**src/rtl/seg7_scan_driver.sv**
```systemverilog
// rtl/seg7_scan_driver.sv - four-digit multiplexed hex driver for a common-anode 7-segment display
//
// Purpose: shows a 16-bit value as four hex digits, one digit lit at a time.
// A load goes into a pending buffer and reaches the display only at a
// scan-frame boundary, so no digit changes part-way through a frame.
//
// Ports:
//   clk        in   1   system clock, rising edge
//   rst        in   1   synchronous active-low reset
//   data_in    in  16   value to display, taken when load=1
//   load       in   1   capture data_in this cycle
//   blank_lz   in   1   1 = blank leading-zero digits (sampled every cycle)
//   an         out  4   anode enables, active-low, an[0] = rightmost digit
//   seg        out  7   segments {g,f,e,d,c,b,a}, active-low
//   dp         out  1   decimal point, active-low, always off
//   frame_done out  1   one-cycle pulse when a new frame starts on the outputs
module seg7_scan_driver #(
  parameter int REFRESH_DIV = 50000
) (
  input  logic        clk,
  input  logic        rst,
  input  logic [15:0] data_in,
  input  logic        load,
  input  logic        blank_lz,
  output logic [3:0]  an,
  output logic [6:0]  seg,
  output logic        dp,
  output logic        frame_done
);

  localparam logic [15:0] CNT_MAX = 16'(REFRESH_DIV - 1);

  logic [15:0] cnt_q, cnt_d;
  logic [1:0]  idx_q, idx_d;
  logic [15:0] disp_q, disp_d;
  logic [15:0] pend_q, pend_d;
  logic        pend_valid_q, pend_valid_d;
  logic [3:0]  an_q, an_d;
  logic [6:0]  seg_q, seg_d;
  logic        first_q, first_d;
  logic        frame_done_q, frame_done_d;

  logic        tick;
  logic        boundary;
  logic [15:0] upper;
  logic [3:0]  nibble;
  logic        blank;

  function automatic logic [6:0] hex_to_seg(input logic [3:0] h);
    logic [6:0] s;
    case (h)
      4'h0: s = 7'b1000000;
      4'h1: s = 7'b1111001;
      4'h2: s = 7'b0100100;
      4'h3: s = 7'b0110000;
      4'h4: s = 7'b0011001;
      4'h5: s = 7'b0010010;
      4'h6: s = 7'b0000010;
      4'h7: s = 7'b1111000;
      4'h8: s = 7'b0000000;
      4'h9: s = 7'b0010000;
      4'hA: s = 7'b0001000;
      4'hB: s = 7'b0000011;
      4'hC: s = 7'b1000110;
      4'hD: s = 7'b0100001;
      4'hE: s = 7'b0000110;
      default: s = 7'b0001110;
    endcase
    return s;
  endfunction

  always_comb begin
    tick     = (cnt_q == CNT_MAX);
    boundary = tick && (idx_q == 2'd3);

    cnt_d = tick ? 16'd0 : cnt_q + 16'd1;
    idx_d = tick ? idx_q + 2'd1 : idx_q;

    disp_d       = disp_q;
    pend_d       = pend_q;
    pend_valid_d = pend_valid_q;
    if (boundary) begin
      // A load on the boundary itself bypasses the pending buffer.
      if (load) begin
        disp_d       = data_in;
        pend_valid_d = 1'b0;
      end else if (pend_valid_q) begin
        disp_d       = pend_q;
        pend_valid_d = 1'b0;
      end
    end else if (load) begin
      pend_d       = data_in;
      pend_valid_d = 1'b1;
    end

    // Digit idx is blanked when it and every digit to its left are zero.
    upper  = disp_q >> {idx_q, 2'b00};
    nibble = upper[3:0];
    blank  = blank_lz && (idx_q != 2'd0) && (upper == 16'd0);

    an_d  = blank ? 4'b1111 : ~(4'b0001 << idx_q);
    seg_d = blank ? 7'b1111111 : hex_to_seg(nibble);

    // Delayed one extra cycle so the pulse lines up with the first
    // registered output of digit 0 showing the newly committed value.
    first_d      = boundary;
    frame_done_d = first_q;
  end

  always_ff @(posedge clk) begin
    if (!rst) begin
      cnt_q        <= 16'd0;
      idx_q        <= 2'd0;
      disp_q       <= 16'd0;
      pend_q       <= 16'd0;
      pend_valid_q <= 1'b0;
      an_q         <= 4'b1111;
      seg_q        <= 7'b1111111;
      first_q      <= 1'b0;
      frame_done_q <= 1'b0;
    end else begin
      cnt_q        <= cnt_d;
      idx_q        <= idx_d;
      disp_q       <= disp_d;
      pend_q       <= pend_d;
      pend_valid_q <= pend_valid_d;
      an_q         <= an_d;
      seg_q        <= seg_d;
      first_q      <= first_d;
      frame_done_q <= frame_done_d;
    end
  end

  assign an         = an_q;
  assign seg        = seg_q;
  assign dp         = 1'b1;
  assign frame_done = frame_done_q;

endmodule

```
**config.mk**
```make
export PLATFORM = sky130hd
export DESIGN_NAME = seg7_scan_driver
export DESIGN_NICKNAME = d
export VERILOG_FILES = /design/src/rtl/seg7_scan_driver.sv
export SDC_FILE = /design/constraint.sdc
export NUM_CORES = 1
export LEC_CHECK = 0
export CAP_MARGIN = 20
export CELL_PAD_IN_SITES_DETAIL_PLACEMENT = 1
export CELL_PAD_IN_SITES_GLOBAL_PLACEMENT = 1
export CORE_MARGIN = 1
export CORE_UTILIZATION = 35
export CTS_BUF_LIST = sky130_fd_sc_hd__clkbuf_16
export DETAILED_ROUTE_END_ITERATION = 7
export PLACE_DENSITY_LB_ADDON = 0.1
export SLEW_MARGIN = 20
export SYNTH_ARGS = -nofsm -noshare
export SYNTH_HDL_FRONTEND = slang
export SYNTH_SLANG_ARGS = --single-unit
```
**constraint.sdc**
```tcl
create_clock -name clk -period 8.1 [get_ports clk]
set_input_delay 1.215 -clock clk [delete_from_list [all_inputs] [get_ports clk]]
set_output_delay 1.215 -clock clk [all_outputs]
set_load 0.005 [all_outputs]
```
==> results.ini, run 1 <==
[setup_path]
r2r_cells=7
r2r-end=seg[6]$_SDFF_PP1_
r2r_slack_ns=5.34
required_ns=8.36
cp-start-kind=input pin
cp_data_arrival_time_ns=3.31
crit_path_max_incr_delay_ns=0.59
r2r-start=idx_q[0]$_SDFFE_PN0P_
worst_setup_path_end_kind=flip-flop
cp_cell_sequence=clkdlybuf4s50_1 -> buf_4 -> o21a_1 -> and2_1 -> o211a_1
critPathSlowestCell=and2_1
critPathMaxFanout=19
worstSetupPathType=in2reg

[route]
finalWirelength_mm=6.39
vias_per_cell=5.16
dr.pass1.iters=4
drt_iter0_markers=81
antenna_left=0
vias=2224
wl_per_cell_um=14.8
route.detailed.drc=0

[min_path]
worstHoldStart=first_q$_SDFF_PN0_
hold_depth=1
whs_endpoint=frame_done$_SDFF_PN0_
min_path_type=reg2reg

[cells_and_area]
final_cell_mix=64 x dfxtp_1, 33 x mux2i_1, 31 x clkdlybuf4s50_1
area.growth.synth_to_final_pct=22.4
layout_commonest_cell=dfxtp_1
seq_area_um2=1280
final_cells=431
multi_input_area_um2=1600
drive_gt1_share_pct=9.51
fill_cells=932
postLayoutCoreUtil_pct=44.7
nets=351
diodes=0

[sta]
post-route-min-period_ns=3.05
worstMarginPinSlew_ns=0.664
rsz0062_at_grt=no
clock.fmax_mhz=328
layout_setup_ws_ns=5.05
maxSlewViolCount=0
setup_tns_ns=0
finalSetupViolCount=0
fin_skew_ns=0.0108
relSlewSlack_pct=55.8
hold_viol_final=0
post-route-period-util_pct=37.6

[placed_design]
place_ws_ns=4.69
dp_hpwl_mm=4.31
finalWeightedCongestion=0.721
dp.cells=415
port_buffers=31

[global_routing]
antenna_found_initial=0
grt_start_max_net_pins=40
grt_pass1_vias=2248
grtUsageTotal_pct=15.9
grt_first_pass_wirelength_mm=11.0
grt_overflow_total=0

[floorplan]
row_count=33
die-width_um=94.8
initial_core_util_pct=36.5
fp.coreArea_um2=8260
io_pins=33
die_height_um=94.8
die-area_um2=8990

[synthesis]
synthFlopType=dfxtp_1
synth_area_per_cell_um2=10.2
synthCells=296
syn_area_um2=3010
synth_area_leaders=dfxtp_1 43%, mux2i_1 11%, o211a_1 5.3%, ha_1 4.2%, nand3_1 3.8%
ys_ff_latch=64
synth-edff-count=0
synth.net_count=326
synth_top_area_share_pct=42.5
async_flop_share_pct=0
synth_seq_area_share_pct=42.5
yosys.area.top_type=dfxtp_1
yosys_warnings=0
ys_types=46

[clock_tree]
clk_latency_ns=0.32
cts_buffers=9
clk_pin_slew_ns=0.05
ctsResizeCount=0
htree_levels=3
cts_tree=yes
clockBufferDepth=2
root_buffer=clkbuf_16
holdBufCountCts=0
clock_sinks=64
cts_setup_buffers=0

[pwr]
power_uw=768
vdd_ir_drop_max_mv=0.0806
power_leakage_uw=0.00159
power.density_nw_per_um2=208

[status]
outcome=completed

[job]
drv_cap=0

## worst max-delay path by stage
stage | cells past startpoint | to | start
5_1_grt | 5 | disp_q[0]$_SDFFE_PN0P_ | load
3_5_place_dp | 5 | disp_q[12]$_SDFFE_PN0P_ | load
4_1_cts | 5 | disp_q[0]$_SDFFE_PN0P_ | load
3_3_place_gp | 5 | disp_q[14]$_SDFFE_PN0P_ | load
2_1_floorplan | 9 | seg[4]$_SDFF_PP1_ | idx_q[0]$_SDFFE_PN0P_
6_report | 5 | disp_q[0]$_SDFFE_PN0P_ | load
## critical path, delay by kind of cell
kind,cells,cell delay [ns]
AOI/OAI and AO/OA,2,0.73
buffers and inverters,2,0.75
and+or+nand+nor,1,0.59
## cells in the mapped netlist, types with 2 or more instances
cell type,instances
mux2i_1,33
nand4_1,7
nand3b_1,2
a21oi_1,2
dfxtp_1,64
nor2b_1,17
buf_2,4
mux4_2,4
mux2_2,4
nand3_1,23
xnor2_1,7
o211ai_1,4
and4_1,2
and2_1,5
nor4_1,6
nor2_1,20
xor2_1,7
nand2_1,13
nor4b_1,2
clkbuf_1,13
o211a_1,16
ha_1,10
inv_1,8
## layer usage
metal	global-route usage [%]	vias to the layer above	part of all wire (%)
li1	-	1104	-
met1	21.5	1078	52
met2	24.6	32	44
met3	2.90	10	2.7
met4	6.82	0	1.8
met5	0	-	0
## cell type report
| type | instances | share of cell area (%) |
|---|---|---|
| clock buffer | 9 | 6.10 |
| clock inverter | 7 | 2.17 |
| inverter | 8 | 0.814 |
| multi-input combinational | 203 | 43.4 |
| sequential | 64 | 34.7 |
| tap | 105 | 3.56 |
| timing repair buffer | 35 | 9.22 |
## flip-flops by register name (all words and copies together), names as in the netlist
| name | count |
|---|---|
| cnt_q | 16 |
| disp_q | 16 |
| pend_q | 16 |
| seg | 7 |
| an | 4 |
| idx_q | 2 |
| first_q | 1 |
| frame_done | 1 |
| pend_valid_q | 1 |
## logic make-up (layout without fill, tap and decap cells)
logic type / after synthesis / after routing / share of synthesized area (%)
adder cells (fa/ha/maj): 10 / 10 / 4.15
AND/OR/NAND/NOR: 106 / 106 / 19.3
AO/OA/AOI/OAI: 31 / 31 / 9.80
other: 1 / 1 / 0.124
buffers and inverters: 29 / 59 / 4.57
multiplexers: 41 / 41 / 15.4
XOR/XNOR: 14 / 14 / 4.07
flip-flops: 64 / 64 / 42.5
## power breakdown
group	internal [uW]	switching, uW
clock network	264	133
logic	24.2	18.8
registers	323	4.11
## metrics by stage
stage | cell area, um2 | hold WS [ns]
2_1_floorplan | 3010 | 0.412
3_3_place_gp | 3380 | 0.441
3_5_place_dp | 3380 | 0.441
4_1_cts | 3690 | 0.453
5_1_grt | 3690 | 0.507
6_report | 3690 | 0.454
Note: power is estimated with default switching activity, not from simulation.
==> run 2, diff against run 1 <==
==> constraint.sdc (replaced) <==
create_clock -name clk -period 2.95 [get_ports clk]
set_input_delay 0.4425 -clock clk [delete_from_list [all_inputs] [get_ports clk]]
set_output_delay 0.4425 -clock clk [all_outputs]
set_load 0.005 [all_outputs]
==> results.ini, run 2 (synthesized netlist as in run 1, its figures left out) <==
[clock_tree]
clock_sinks=64  ; unchanged
htree_levels=3  ; unchanged
ctsResizeCount=0  ; unchanged
clockBufferDepth=2  ; unchanged
cts_tree=yes  ; unchanged
clk_latency_ns=0.32  ; about the same
root_buffer=clkbuf_16  ; unchanged
cts_setup_buffers=0  ; unchanged
clk_pin_slew_ns=0.06  ; was 0.05 ns
holdBufCountCts=0  ; unchanged
cts_buffers=9  ; unchanged

[route]
finalWirelength_mm=6.46  ; was 6.39 mm
vias_per_cell=5.14  ; was 5.16
wl_per_cell_um=14.8  ; about the same
dr.pass1.iters=3  ; was 4
vias=2241  ; was 2,224
route.detailed.drc=0  ; unchanged
antenna_left=0  ; unchanged
drt_iter0_markers=17  ; was 81

[sta]
hold_viol_final=0  ; unchanged
rsz0062_at_grt=no  ; unchanged
whs_ns=0.468  ; was 0.454 ns
finalSetupViolCount=0  ; unchanged
fin_skew_ns=0.00782  ; was 0.0108 ns
maxSlewViolCount=0  ; unchanged
worstMarginPinSlew_ns=0.650  ; was 0.664 ns
clock.fmax_mhz=385
relSlewSlack_pct=56.7  ; was 55.8%
setup_tns_ns=0  ; unchanged
post-route-min-period_ns=2.60
post-route-period-util_pct=88.0

[floorplan]
io_pins=33  ; unchanged
initial_core_util_pct=36.5  ; unchanged
die_height_um=94.8  ; unchanged
fp.coreArea_um2=8260  ; unchanged
row_count=33  ; unchanged
die-width_um=94.8  ; unchanged
die-area_um2=8990  ; unchanged

[setup_path]
cp_data_arrival_time_ns=2.84  ; was 3.31 ns
required_ns=3.19  ; was 8.36 ns
crit_path_start=idx_q[0]$_SDFFE_PN0P_  ; was load
critPathSlowestCell=mux4_2  ; was and2_1
crit_path_max_incr_delay_ns=0.64  ; was 0.59 ns
cp-start-kind=flip-flop  ; was input pin
cp_cell_sequence=mux4_2 -> inv_1 -> ha_1 -> nor4b_1 -> nand2_1 -> o41a_1 -> o211ai_1  ; was clkdlybuf4s50_1 -> buf_4 -> o21a_1 -> and2_1 -> o211a_1
cpLargestDelayFamily=compound AO/OA/AOI/OAI gates  ; was buffers and inverters
r2r-start=idx_q[0]$_SDFFE_PN0P_  ; unchanged
worst_setup_path_end_kind=flip-flop  ; unchanged
path_buf_inv=1  ; was 2
critPathMaxFanout=11  ; was 19
worstSetupPathType=reg2reg  ; was in2reg

[pwr]
power.density_nw_per_um2=571  ; was 208 nW/um2
power_leakage_uw=0.00160  ; was 0.00159 uW
vdd_ir_drop_max_mv=0.301  ; was 0.0806 mV

[global_routing]
grt_overflow_total=0  ; unchanged
grt_start_max_net_pins=23  ; was 40
grt_first_pass_wirelength_mm=11.0  ; about the same
antenna_found_initial=0  ; unchanged
grtUsageTotal_pct=16.3  ; was 15.9%
grt_pass1_vias=2294  ; was 2,248

[cells_and_area]
layout_commonest_cell=dfxtp_1  ; unchanged
biggestRegsByFlops=cnt_q: 16 flops, disp_q: 16 flops, pend_q: 16 flops  ; unchanged
diodes=0  ; unchanged
area.growth.synth_to_final_pct=23.9  ; was 22.4%
nets=356  ; was 351
drive_gt1_share_pct=11.5  ; was 9.51%
final_cell_mix=64 x dfxtp_1, 33 x mux2i_1, 31 x clkdlybuf4s50_1  ; unchanged

[job]
drv_cap=0  ; unchanged

[min_path]
worstHoldStart=cnt_q[0]$_SDFF_PP0_  ; was first_q$_SDFF_PN0_
min_path_type=reg2reg  ; unchanged

[status]
outcome=completed  ; unchanged

[placed_design]
dp_hpwl_mm=4.58  ; was 4.31 mm
finalWeightedCongestion=0.750  ; was 0.721
port_buffers=31  ; unchanged

==> run 2: final cells by class <==
class	count	area (um2)
clock buffer	9	225
clock inverter	7	87.6
fill	933	4520
inverter	8	30.0
multi-input combinational	203	1600
sequential	64	1280
tap	105	131
timing repair buffer	40	378
==> run 2: per-stage QoR <==
stage	total power [uW]	area [um2]	utilization (%)	setup WS (ns)	std cells
4_1_cts	2170	3730	45.2	0.290	436
6_report	2130	3730	45.2	0.354	436
3_5_place_dp	1040	3420	41.4	0.323	420
5_1_grt	2210	3730	45.2	0.179	436
3_3_place_gp	1040	3420	41.4	0.414	420
2_1_floorplan	986	3010	-	0.321	296
==> run 2: layer usage <==
metal	track usage [%]	vias up	part of all wire (%)
met4	5.68	0	1.1
met3	5.07	4	3.2
li1	-	1109	-
met1	19.6	1098	48
met2	27.3	30	48
met5	0	-	0
==> run 2: final timing paths <==
kind | end | depth (start not counted) | slack [ns]
min | cnt_q[0]$_SDFF_PP0_ | 1 | 0.47
min reg2reg | cnt_q[0]$_SDFF_PP0_ | 1 | 0.47
max | seg[5]$_SDFF_PP1_ | 7 | 0.35
max reg2reg | seg[5]$_SDFF_PP1_ | 7 | 0.35
==> run 2: where the power goes <==
part / switching, uW / leakage [uW] / internal (uW)
registers: 10.8 / 0.000522 / 888
clock network: 383 / 0.000150 / 731
logic: 51.6 / 0.000932 / 67.4
==> run 3, diff against run 2 <==
--- a/config.mk
+++ b/config.mk
@@ -8,7 +8,6 @@
 export CAP_MARGIN = 20
 export CELL_PAD_IN_SITES_DETAIL_PLACEMENT = 1
 export CELL_PAD_IN_SITES_GLOBAL_PLACEMENT = 1
-export CORE_MARGIN = 1
 export CORE_UTILIZATION = 35
 export CTS_BUF_LIST = sky130_fd_sc_hd__clkbuf_16
 export DETAILED_ROUTE_END_ITERATION = 7
==> results of run 3 <==
Same layout as run 2: the final DEF is identical, and so are final timing and power.
